`src/rtl/multi_clock_synthesizer.sv`:
```
// Multi-channel programmable clock synthesizer: per-channel period N and high time H,
// glitch-free retune at period wrap, and a sync strobe that phase-aligns enabled channels.
module multi_clock_synthesizer #(
    parameter int unsigned CHANNELS = 4,
    parameter int unsigned BITS     = 16,
    parameter int unsigned IN_FREQ  = 1000000,
    parameter int unsigned OUT_FREQ = 1000,
    localparam int unsigned CW      = (CHANNELS > 1) ? $clog2(CHANNELS) : 1
) (
    input  logic                inclock,
    input  logic                reset,
    input  logic [CHANNELS-1:0] enable,
    input  logic                load,
    input  logic [CW-1:0]       load_channel,
    input  logic [BITS-1:0]     load_period,
    input  logic [BITS-1:0]     load_high,
    input  logic                sync,
    output logic [CHANNELS-1:0] outclock,
    output logic [CHANNELS-1:0] tick
);

    localparam int unsigned     RST_NI = IN_FREQ / OUT_FREQ;
    localparam logic [BITS-1:0] RST_N  = BITS'(RST_NI);
    localparam logic [BITS-1:0] RST_H  = BITS'(RST_NI / 2);
    localparam logic [BITS-1:0] ONE    = BITS'(1);
    localparam logic [BITS-1:0] TWO    = BITS'(2);

    logic [BITS-1:0]     act_n   [CHANNELS];
    logic [BITS-1:0]     act_h   [CHANNELS];
    logic [BITS-1:0]     sh_n    [CHANNELS];
    logic [BITS-1:0]     sh_h    [CHANNELS];
    logic [BITS-1:0]     cnt     [CHANNELS];
    logic [CHANNELS-1:0] pending;

    logic [BITS-1:0]     act_n_d [CHANNELS];
    logic [BITS-1:0]     act_h_d [CHANNELS];
    logic [BITS-1:0]     sh_n_d  [CHANNELS];
    logic [BITS-1:0]     sh_h_d  [CHANNELS];
    logic [BITS-1:0]     cnt_d   [CHANNELS];
    logic [CHANNELS-1:0] pending_d;
    logic [CHANNELS-1:0] outclock_d;
    logic [CHANNELS-1:0] tick_d;

    // Per-channel next state; an invalid active N (<2) is treated as wrapping every cycle
    // so a pending setting or sync can bring the channel back.
    always_comb begin
        logic sel;
        logic wrap;
        sel        = 1'b0;
        wrap       = 1'b0;
        pending_d  = pending;
        outclock_d = '0;
        tick_d     = '0;
        for (int i = 0; i < CHANNELS; i++) begin
            act_n_d[i] = act_n[i];
            act_h_d[i] = act_h[i];
            sh_n_d[i]  = sh_n[i];
            sh_h_d[i]  = sh_h[i];
            cnt_d[i]   = cnt[i];
            sel        = load && (load_channel == CW'(i));
            if (!enable[i]) begin
                if (sel) begin
                    sh_n_d[i]    = load_period;
                    sh_h_d[i]    = load_high;
                    act_n_d[i]   = load_period;
                    act_h_d[i]   = load_high;
                    pending_d[i] = 1'b0;
                end
                cnt_d[i] = (act_n_d[i] >= TWO) ? act_n_d[i] - ONE : '0;
            end else begin
                if (sel) begin
                    sh_n_d[i]    = load_period;
                    sh_h_d[i]    = load_high;
                    pending_d[i] = 1'b1;
                end
                wrap = sync || (act_n[i] < TWO) || (cnt[i] == act_n[i] - ONE);
                if (wrap) begin
                    if (pending_d[i]) begin
                        act_n_d[i]   = sh_n_d[i];
                        act_h_d[i]   = sh_h_d[i];
                        pending_d[i] = 1'b0;
                    end
                    cnt_d[i] = '0;
                    if (act_n_d[i] >= TWO) begin
                        outclock_d[i] = (act_h_d[i] != '0);
                        tick_d[i]     = (act_h_d[i] != '0);
                    end
                end else begin
                    cnt_d[i]      = cnt[i] + ONE;
                    outclock_d[i] = (cnt_d[i] < act_h[i]);
                end
            end
        end
    end

    always_ff @(posedge inclock) begin
        if (reset) begin
            for (int i = 0; i < CHANNELS; i++) begin
                act_n[i] <= RST_N;
                act_h[i] <= RST_H;
                sh_n[i]  <= RST_N;
                sh_h[i]  <= RST_H;
                cnt[i]   <= RST_N - ONE;
            end
            pending  <= '0;
            outclock <= '0;
            tick     <= '0;
        end else begin
            for (int i = 0; i < CHANNELS; i++) begin
                act_n[i] <= act_n_d[i];
                act_h[i] <= act_h_d[i];
                sh_n[i]  <= sh_n_d[i];
                sh_h[i]  <= sh_h_d[i];
                cnt[i]   <= cnt_d[i];
            end
            pending  <= pending_d;
            outclock <= outclock_d;
            tick     <= tick_d;
        end
    end

endmodule

```
`config.mk`:
```
export PLATFORM = sky130hd
export DESIGN_NAME = multi_clock_synthesizer
export DESIGN_NICKNAME = d
export VERILOG_FILES = /design/src/rtl/multi_clock_synthesizer.sv
export SDC_FILE = /design/constraint.sdc
export NUM_CORES = 1
export LEC_CHECK = 0
export ABC_AREA = 1
export CAP_MARGIN = 10
export CORE_AREA = 2 2 247 151
export CTS_BUF_LIST = sky130_fd_sc_hd__clkbuf_16
export DETAILED_ROUTE_END_ITERATION = 6
export DIE_AREA = 0 0 249 153
export PLACE_DENSITY = 0.78
export SLEW_MARGIN = 20
export SYNTH_ARGS = -nofsm -noshare
export SYNTH_HDL_FRONTEND = slang
export SYNTH_SLANG_ARGS = --single-unit
```
`constraint.sdc`:
```
create_clock -name inclock -period 2.88 [get_ports inclock]
set_input_delay 0.576 -clock inclock [delete_from_list [all_inputs] [get_ports inclock]]
set_output_delay 0.576 -clock inclock [all_outputs]
set_load 0.005 [all_outputs]
```
**After elaboration in Yosys (flattened, before gate mapping)**

Memories as Yosys holds them, arrays and structs flattened.
Index checks and enable logic that the tools add are counted.

- Flip-flop bits (word level): 12
- RAM bits: 320
- Output and inout port bits: 8
- Logic and storage cells: 232
- Memories kept: 5

Memory list:

| name | depth | width | rd ports | clocked after memory_dff | write ports | RTL line | text |
|---|---|---|---|---|---|---|---|
| act_h | 4 | 16 | 4 | 0 | 4 | 29 | `logic [BITS-1:0] act_h [CHANNELS];` |
| act_n | 4 | 16 | 4 | 0 | 4 | 28 | `logic [BITS-1:0] act_n [CHANNELS];` |
| cnt | 4 | 16 | 4 | 0 | 4 | 32 | `logic [BITS-1:0] cnt [CHANNELS];` |
| sh_h | 4 | 16 | 4 | 0 | 4 | 31 | `logic [BITS-1:0] sh_h [CHANNELS];` |
| sh_n | 4 | 16 | 4 | 0 | 4 | 30 | `logic [BITS-1:0] sh_n [CHANNELS];` |

- $add $sub $neg: 12
- $lt $le $gt $ge: 16
- Equal/unequal tests: 7
- Multiplexer cells: 123
- Bitwise logic cells: 28
- Reductions and logical operators: 29

Operators with widths:

| cell | count |
|---|---|
| $mux 16 | 92 |
| $ge 16x2->1 const B | 8 |
| $sub 16x1->16 const B | 8 |
| $add 16x1->16 const B | 4 |
| $eq 16x16->1 | 4 |
| $lt 16x16->1 | 4 |
| $lt 16x2->1 const B | 4 |
| $reduce_bool 16->1 | 4 |
| $mux 1 | 31 |
| $or 1x1->1 | 20 |
| $reduce_or 3->1 | 4 |
| $logic_or 1x1->1 | 8 |
| $not 1->1 | 8 |
| $reduce_bool 2->1 | 4 |
| $reduce_or 2->1 | 4 |
| $eq 2x2->1 const B | 2 |
| $logic_and 1x1->1 | 4 |
| $eq 2x1->1 const B | 1 |
| $logic_not 2->1 | 1 |

**Longest topological paths before layout**

- Depth after elaboration: 10
- Gate-level depth with buffers: 17
- Depth with buffers taken out: 17

**Least setup slack after synthesis**

OpenSTA, ideal clock, no wires.

- Path type: input to register
- Start point: input port load_channel[0]
- End point: memory cnt[0][5]
- Setup time: 0.120 ns
- Data arrival time: 2.193 ns
- Slack: 0.567 ns
- Cell stages on the path: 17
- Buffers on the path: 2
- Path through: inv_2 nand3_2 inv_4 buf_6 nand2_1 o21ai_2 inv_1 ha_1 inv_1 nand2_1 nor3_1 nand2_1 nor2_4 nor2_4 buf_6 a21oi_1 o21ai_1

RTL lines:

| element | RTL line | text |
|---|---|---|
| from (decl) | 14 | `input logic [CW-1:0] load_channel,` |
| to (decl) | 32 |  |

==> metrics.csv <==
metric;value;unit
status;completed;
Area after DPL;0.0259;mm^2
design area;0.0271;mm^2
Routability Congestion;1.04;
Hold Crit Class;reg -> reg;
final-report hold violation count;0;
CP Launch Type;flop;
antenna viol nets, final;0;
DRT iter0 DRCs;3952;
num rows;54;
largest net degree at the start of global routing;75;
Synth Warn #;0;
largest area contributor in the netlist;dfxtp_1;
H-tree levels;2;
global-route wire length before repair;130;mm
GR Util met3;12.6;%
total track usage;42.9;%
GR Layer Usage met2;61.9;%
Max Clk Rate;357;MHz
TritonCTS clock tree;done;
clk slew on worst S/H paths;60;ps
synthesis-to-finish area growth;19.6;%
Max VDD drop;0.000415;V
P_int;0.00894;W
top cells by area, synth;dfxtp_1 29%, nand2_1 16%, o21ai_0 8.3%;
Overflow after GRT;0;
clk_skew;17.2;ps
routed wire length;83.8;mm
Worst-Margin Slew;567;ps
M1 GR Usage;60.6;%
Final nets;4031;
post-synthesis net count;3755;
Slew Limit Fails;0;
FF-to-FF Start;cnt[1][5];
HP Start;act_h[1][4];
Period minus WS final;2800;ps
Slew HR;62.1;%
Final Cycle Share;97.1;%
clock buffer depth;3;
Seq pwr share;38.4;%
Worst Path Required;3310;ps
router iterations before antenna repair;7;
crit path launch;cnt[1][5];
synthesized area per cell;6.24;um^2
Psw;0.00457;W
share of the synthesized area in the top cell type;29.3;%
Crit. End Element;flop;
# DRC;0;
Die H;153;um
Seq/Total Area, Yosys;29.3;%
crit path DAT;3230;ps
chip width;249;um
Max Fanout on Critical Path;4;
setup violators final;0;
Num CTS Buffers;35;
sw frac;33.9;%
HPWL after DPL;63.9;mm
I/O Pins;50;
Cell variety after synth;43;
final core utilization;75.6;%
Clock Tree Root;clkbuf_16;
Logic pwr share;27.5;%
Sinks on Clock Net;332;
vias in the first global route;24000;
kind of critical path;reg -> reg;
Mapped Cells;3637;
Core Box Area;0.0359;mm^2
die footprint;0.0381;mm^2
leakage;12.7;nW
initial antenna violation count;1;
Pwr per Cell Area;498;mW/mm^2
IO buf count;49;
worst skew pair latency;540;ps
via count;26200;
number of max-cap violations;0;
Post-Syn Area;0.0227;mm^2
drt wl/cell;19.0;um
Initial Utilization;63.2;%
layout cells sized above 1;13.9;%
GR peak layer;met2;
RSZ-0062 raised after global routing;true;
routed vias/inst;5.94;
post-synthesis register bit count;332;
Clock Power Share;34.1;%
-- area by class of cell --
type | instances | area, um^2
multi-input cells | 2726 | 13700
fillers | 2829 | 8740
flip-flops and latches | 332 | 6650
repair buffers | 411 | 3490
inverters | 407 | 1540
clock buffers | 37 | 926
well taps | 476 | 596
clock inverters | 24 | 193
diodes | 1 | 2.50
-- power by group through the flow --
| stage | sequential, W | combinational [W] | clock, W |
|---|---|---|---|
| 6_report | 0.00519 | 0.00371 | 0.00460 |
| 5_1_grt | 0.00521 | 0.00407 | 0.00476 |
| 4_1_cts | 0.00517 | 0.00357 | 0.00458 |
| 3_5_place_dp | 0.00527 | 0.00353 | 0 |
| 3_3_place_gp | 0.00526 | 0.00342 | 0 |
| 2_1_floorplan | 0.00516 | 0.00220 | 0 |
-- cell usage in the layout, fill, tap and decap left out, types with 37 or more instances in the layout --
master,synthesis,routed
a21oi_1,172,172
buf_4,9,338
clkbuf_16,0,37
clkdlybuf4s50_1,0,45
dfxtp_1,332,330
ha_1,76,75
inv_1,381,390
nand2_1,984,980
nand3_1,274,271
nand4_1,92,92
nor2_1,344,341
nor3_1,42,41
o21ai_0,378,378
o21ai_1,43,43
xnor2_1,39,39
xor2_1,90,90
-- state kept, by name, indices dropped and copies added, names as in the netlist --
register,cells
outclock,4
sh_h,64
sh_n,64
act_n,64
cnt,64
act_h,64
tick,4
pending,4
-- logic make-up (layout without fill, tap and decap cells) --
logic type | after synthesis | count (layout) | share of synthesized area, %
AO/OA/AOI/OAI | 657 | 657 | 15.4
XOR/XNOR | 130 | 130 | 5.08
adder cells (fa/ha/maj) | 76 | 76 | 4.19
buffers and inverters | 579 | 879 | 10.4
flip-flops | 332 | 332 | 29.3
other | 0 | 1 | 0
AND/OR/NAND/NOR | 1863 | 1863 | 35.7
-- path summary, 6_finish.rpt --
check                                    to  slack (ps)  depth (start not counted)
worst max-delay path            outclock[1]          80                         13
worst min-delay path            act_h[1][4]         450                          2
worst max register to register  outclock[1]          80                         13
worst min register to register  act_h[1][4]         450                          2
-- what timing repair did --
| action | CTS | global route |
|---|---|---|
| setup buffers | 0 | 5 |
| hold buffers | 0 | 0 |
| setup endpoints to repair | 0 | 86 |
| resized for setup | 0 | 20 |
-- worst max-delay path, stage by stage (launching register included) --
cell and delay (ps):
dfxtp_1 420, inv_1 150, nor4_2 270, nand2_1 170
nor3_1 220, xor2_1 300, ha_1 310, a21oi_1 130
nor3_1 60, a211oi_1 160, nand2_1 120, nand2_1 80
nand3_1 80, o21ai_1 230
-- synth_stat cells (all sizes together) --
| cell | instances |
|---|---|
| nand2 | 989 |
| o21ai | 445 |
| inv | 400 |
| nor2 | 380 |
| dfxtp | 332 |
| nand3 | 280 |
| a21oi | 172 |
| clkbuf | 104 |
| nand4 | 92 |
| xor2 | 90 |
| ha | 76 |
| buf | 68 |
| nor3 | 45 |
| xnor2 | 39 |
| nand3b | 31 |
| or2 | 28 |
| o211ai | 24 |
| nor4 | 13 |
| a211oi | 8 |
| clkinv | 7 |
| a41oi | 4 |
| nor3b | 3 |
| o21a | 3 |
| and2 | 1 |
| and3 | 1 |
| o31ai | 1 |
| xnor3 | 1 |
-- per-layer routing --
layer / wire length (um) / vias up
met3: 12600 / 244
li1: - / 12400
met2: 33300 / 1650
met1: 34700 / 11900
met4: 3130 / 0
met5: 0 / -
-- through the flow --
step / std cells / total power, W / hold slack (ps) / setup TNS [ps] / worst slack [ps]
2_1_floorplan: 3637 / 0.00736 / 429 / 0 / 567
3_3_place_gp: 4347 / 0.00867 / 437 / -7260 / -208
3_5_place_dp: 4347 / 0.00880 / 442 / -12310 / -268
4_1_cts: 4408 / 0.0133 / 458 / 0 / 46.5
5_1_grt: 4413 / 0.0140 / 480 / -139 / -90.8
6_report: 4414 / 0.0135 / 454 / 0 / 82.8
No activity file was read; power rests on OpenSTA's default activity.
